[config.mk]
export PLATFORM = sky130hd
export DESIGN_NAME = bus_copy_master
export DESIGN_NICKNAME = d
export VERILOG_FILES = /design/src/rtl/bus_copy_master.sv
export SDC_FILE = /design/constraint.sdc
export NUM_CORES = 1
export LEC_CHECK = 0
export CAP_MARGIN = 40
export CORE_UTILIZATION = 45
export CTS_BUF_LIST = sky130_fd_sc_hd__clkbuf_2 sky130_fd_sc_hd__clkbuf_4 sky130_fd_sc_hd__clkbuf_8
export DETAILED_ROUTE_END_ITERATION = 7
export PLACE_DENSITY_LB_ADDON = 0.25
export RECOVER_POWER = 100
export SLEW_MARGIN = 30
export SYNTH_ARGS = -nofsm -noshare
export SYNTH_HDL_FRONTEND = slang
export SYNTH_SLANG_ARGS = --single-unit
[constraint.sdc]
create_clock -name clk -period 4.1 [get_ports clk]
set_clock_uncertainty 0.15 [all_clocks]
set_input_delay 0.41 -clock clk [delete_from_list [all_inputs] [get_ports clk]]
set_output_delay 0.41 -clock clk [all_outputs]
set_load 0.1 [all_outputs]
[src/rtl/bus_copy_master.sv]
// Bus initiator that copies a block of 32-bit words from a source address range to a
// destination range using alternating read/write transfers on the shared master bus.
module bus_copy_master #(
    parameter int ADDR_W = 16,
    parameter int LEN_W  = 8
) (
    input  logic              clk,
    input  logic              reset,
    input  logic              start,
    input  logic [ADDR_W-1:0] src_addr,
    input  logic [ADDR_W-1:0] dst_addr,
    input  logic [LEN_W-1:0]  length,
    output logic              busy,
    output logic              done,
    output logic              m_req,
    output logic              m_wr,
    output logic [ADDR_W-1:0] m_address,
    output logic [31:0]       m_dout,
    input  logic              m_grant,
    input  logic [63:0]       m_din
);

    typedef enum logic [2:0] {IDLE, REQ, RD, RDW, WR, DONE} state_t;

    state_t            state;
    state_t            state_next;
    logic [ADDR_W-1:0] src_r;
    logic [ADDR_W-1:0] dst_r;
    logic [LEN_W-1:0]  len_r;
    logic [LEN_W-1:0]  idx;
    logic [31:0]       buf_r;

    logic [LEN_W-1:0]  idx_inc;
    logic [ADDR_W-1:0] rd_addr;
    logic [ADDR_W-1:0] wr_addr;
    logic              unused_din_hi;

    assign idx_inc       = idx + LEN_W'(1);
    assign rd_addr       = src_r + ADDR_W'(idx);
    assign wr_addr       = dst_r + ADDR_W'(idx);
    assign unused_din_hi = ^m_din[63:32];

    // Only the low word of the read bus carries data; the index only advances on a granted write.
    always_ff @(posedge clk) begin
        if (reset) begin
            state <= IDLE;
            src_r <= '0;
            dst_r <= '0;
            len_r <= '0;
            idx   <= '0;
            buf_r <= '0;
        end else begin
            state <= state_next;
            case (state)
                IDLE: begin
                    if (start && length != '0) begin
                        src_r <= src_addr;
                        dst_r <= dst_addr;
                        len_r <= length;
                        idx   <= '0;
                    end
                end
                RDW: begin
                    if (m_grant) buf_r <= m_din[31:0];
                end
                WR: begin
                    if (m_grant) idx <= idx_inc;
                end
                default: ;
            endcase
        end
    end

    // Losing grant mid-word sends the FSM back to REQ so the whole word is re-read.
    always_comb begin
        state_next = state;
        case (state)
            IDLE:    if (start) state_next = (length == '0) ? DONE : REQ;
            REQ:     if (m_grant) state_next = RD;
            RD:      state_next = m_grant ? RDW : REQ;
            RDW:     state_next = m_grant ? WR : REQ;
            WR: begin
                if (!m_grant)
                    state_next = REQ;
                else if (idx_inc == len_r)
                    state_next = DONE;
                else
                    state_next = RD;
            end
            DONE:    state_next = IDLE;
            default: state_next = IDLE;
        endcase
    end

    always_comb begin
        m_req     = 1'b0;
        m_wr      = 1'b0;
        m_address = '0;
        m_dout    = '0;
        busy      = (state != IDLE);
        done      = 1'b0;
        case (state)
            REQ: m_req = 1'b1;
            RD, RDW: begin
                m_req     = 1'b1;
                m_address = rd_addr;
            end
            WR: begin
                m_req     = 1'b1;
                m_wr      = 1'b1;
                m_address = wr_addr;
                m_dout    = buf_r;
            end
            DONE:    done = 1'b1;
            default: ;
        endcase
    end

endmodule

==> impl_metrics.ini <==
[status]
result_of_the_run = complete, no violations

[sta]
min_period_ns = 3.92
slew_headroom_pct = 2.72
max_clock_freq_ghz = 0.255
slew_violations = 0
timing_hold_violations_final = 0
setup_slack_ns = 0.183
final.period_utilization_pct = 95.5
tightestPinTransition_ns = 1.46
final-setup-viol-count = 0

[setup_path]
cp.depth = 11
critical_path_arrival_ns = 3.36
worst_path_dominant_cell_family = simple AND/OR/NAND/NOR gates
worstPathCellList = or3b_4 -> inv_2 -> nand2_1 -> nand2_1 -> ha_1 -> nor2b_2 -> o31ai_1 -> a21oi_2 -> or3_1 -> a21oi_4 -> buf_6
startpoint = state[0]
timing.critical_path.fanout_max = 11
critPathMostFrequentCell = nand2_1
critPathBufInv = 2
cpMaxStageDelayCell = or3b_4
path_class = flip-flop to primary output
timing.critical_path.required_ns = 3.54
setup.worst_path.end_class = primary output
worst_r2r_startpoint = state[2]
critPathLaunchType = flip-flop
critPathCapture = m_address[8]
timing.reg2reg.worst_path_depth = 8
r2r_setup_slack_ns = 1.17
critPathMaxStageDelay_ns = 0.45
r2r-end = idx[3]

[power_and_ir_drop]
power_density_nw_per_um2 = 308
fin_total_pwr_w = 0.00180
cellLeakagePower_nw = 2.23
power.ir.vdd_worst_uv = 169

[drt]
detailroute.via_count = 4421
number_of_nets_with_antenna_violations_after_routing = 0
drt_iter0_drc = 294
drt_wl_total_mm = 11.7
drc_errors = 0
routed_via_density = 5.26
wl_per_cell_um = 13.9
dr.pass1.iters = 5

[logic_synthesis]
synth-seq-cells = 83
syn_nets = 713
ys.warnings.count = 0
synth.lib_cells_used.distinct = 53
yosys_most_used_dff = dfxtp_1
postSynth.asyncResetShare_pct = 0
synthCells = 595
synth_seq_area_share_pct = 38.3
synth_area_um2 = 4340
post_synth.cell_area_avg_um2 = 7.30
synth-edff-count = 0

[clocking]
holdBufCountCts = 0
cts.htree.levels = 3
clkSlewWorstSetupHoldPaths_ns = 0.08
cts_max_path_buffers = 2
cts_root_buffer = clkbuf_8
cts_made_buffers = 9
clock_insertion_delay_worst_skew_ns = 0.36
tritoncts = yes
cts_sinks = 83

[layout]
layout.cells.non_filler = 841
fin_nets = 825
layout-drive-gt1-share_pct = 9.41
syn_to_final_growth_pct = 34.6
ant_cells = 0

[global_route]
global_route.overflow_total = 0
grt_pass1_wl_mm = 18.7
grt_max_degree = 41
antenna_found_initial = 0
vias_in_the_first_global_route = 4024
track_usage_pct = 23.3

[floorplanning]
die_area_um2 = 10000
boundaryPins = 160
floorplan.core_area_um2 = 9280
initial_core_util_pct = 46.8
die_extent_in_x_um = 100
die_h_um = 100
core.rowCount = 35

[placement]
detailed_place_hpwl_mm = 8.57
globalplace.congestion = 0.888
place_inst = 824
post-place-ws_ns = 0.320
numPortBuffers = 127

[worst_hold_path]
number_of_cells_on_the_worst_hold_path = 2
worst_hold_path_type = flip-flop to flip-flop

[job]
max_cap_violations = 0
## sequential cells by signal (all words and copies together), names as in the netlist
name   flops
buf_r     32
dst_r     16
idx        8
len_r      8
src_r     16
state      3
## placed cells by master, fill, tap and decap left out, drive strengths merged, types with 4 or more instances in the layout
cell / instances
nand2: 180
a21oi: 95
dfxtp: 83
clkdlybuf4s50: 75
clkbuf: 54
and2: 34
nor2: 23
buf: 19
nand3: 14
xnor2: 14
o21ai: 13
ha: 9
and3: 8
inv: 8
mux2i: 7
xor2: 7
nor3: 7
nor2b: 6
or3: 6
o22ai: 4
a21o: 4
## Yosys cell counts (5+ instances only)
master    instances  area share [%]
clkbuf_1         31             2.7
nor3_1            7            0.81
buf_2             5            0.58
nor2_1           23             2.0
xor2_1            7             1.4
inv_1             6            0.52
dfxtp_1          83              38
nor2b_1           6            0.86
a21oi_1          94              11
or3_1             5            0.72
nand2_1         180              16
ha_1              9             2.6
o21ai_0          13             1.5
nand3_1          14             1.6
mux2i_1           7             1.6
xnor2_1          14             2.8
and2_1           34             4.9
and3_1            7             1.0
## where the power goes
part           total, W  switching, W  internal (W)
clock          0.000672      0.000312      0.000360
combinational  0.000267      0.000143      0.000124
sequential     0.000861     0.0000257      0.000836
total           0.00180      0.000481       0.00132
## worst min path at each step
stage,startpoint,endpoint,slack [ns]
2_1_floorplan,buf_r[0],buf_r[0],0.28
3_3_place_gp,buf_r[24],buf_r[24],0.29
3_5_place_dp,buf_r[0],buf_r[0],0.29
4_1_cts,buf_r[24],buf_r[24],0.31
5_1_grt,buf_r[30],buf_r[30],0.32
6_report,buf_r[2],buf_r[2],0.30
## cells by family (layout without fill, tap and decap cells)
group	after synthesis	after routing	share of synthesized area [%]
xor+xnor	21	21	4.24
mux	8	8	1.87
buf+inv	47	164	4.78
compound gates	134	134	17.3
simple gates	292	292	30.5
flops	83	83	38.3
fa+ha+maj	10	10	3.05
## routing by layer
layer,GRT usage [%],vias up,routed length (um)
li1,-,2206,-
met1,31.4,2037,5280
met2,36.7,160,5440
met3,5.22,18,799
met4,8.14,0,148
met5,0,-,0
## through the flow
step	setup TNS, ns	cell area (um2)	util, %	hold slack [ns]
final	0	5850	63.0	0.303
after global routing	-0.000549	5850	63.0	0.321
after CTS	0	6130	66.0	0.307
after detailed placement	0	5900	63.5	0.294
after global placement	0	5820	62.7	0.287
after floorplan	-0.111	4440	-	0.282
## area by class of cell
cell class,instances,area [um2]
Tap cell,129,161
Clock inverter,5,85.1
Timing Repair Buffer,141,1200
Inverter,7,26.3
Multi-Input combinational cell,465,2570
Sequential cell,83,1660
Fill cell,894,3440
Clock buffer,11,139
## timing repair
item / CTS / global route
endpoints found under the setup margin: 3 / 4
pin swaps: 0 / 4
endpoints found under the hold margin: 0 / 0
setup buffers: 0 / 1
gates resized for setup: 2 / 3
## worst min-delay path, delay by kind of cell (launching register included)
family / cells / cell delay [ns]
AOI/OAI and AO/OA: 1 / 0.05
and+or+nand+nor: 1 / 0.05
DFF: 1 / 0.31
Note: power is estimated with default switching activity, not from simulation.
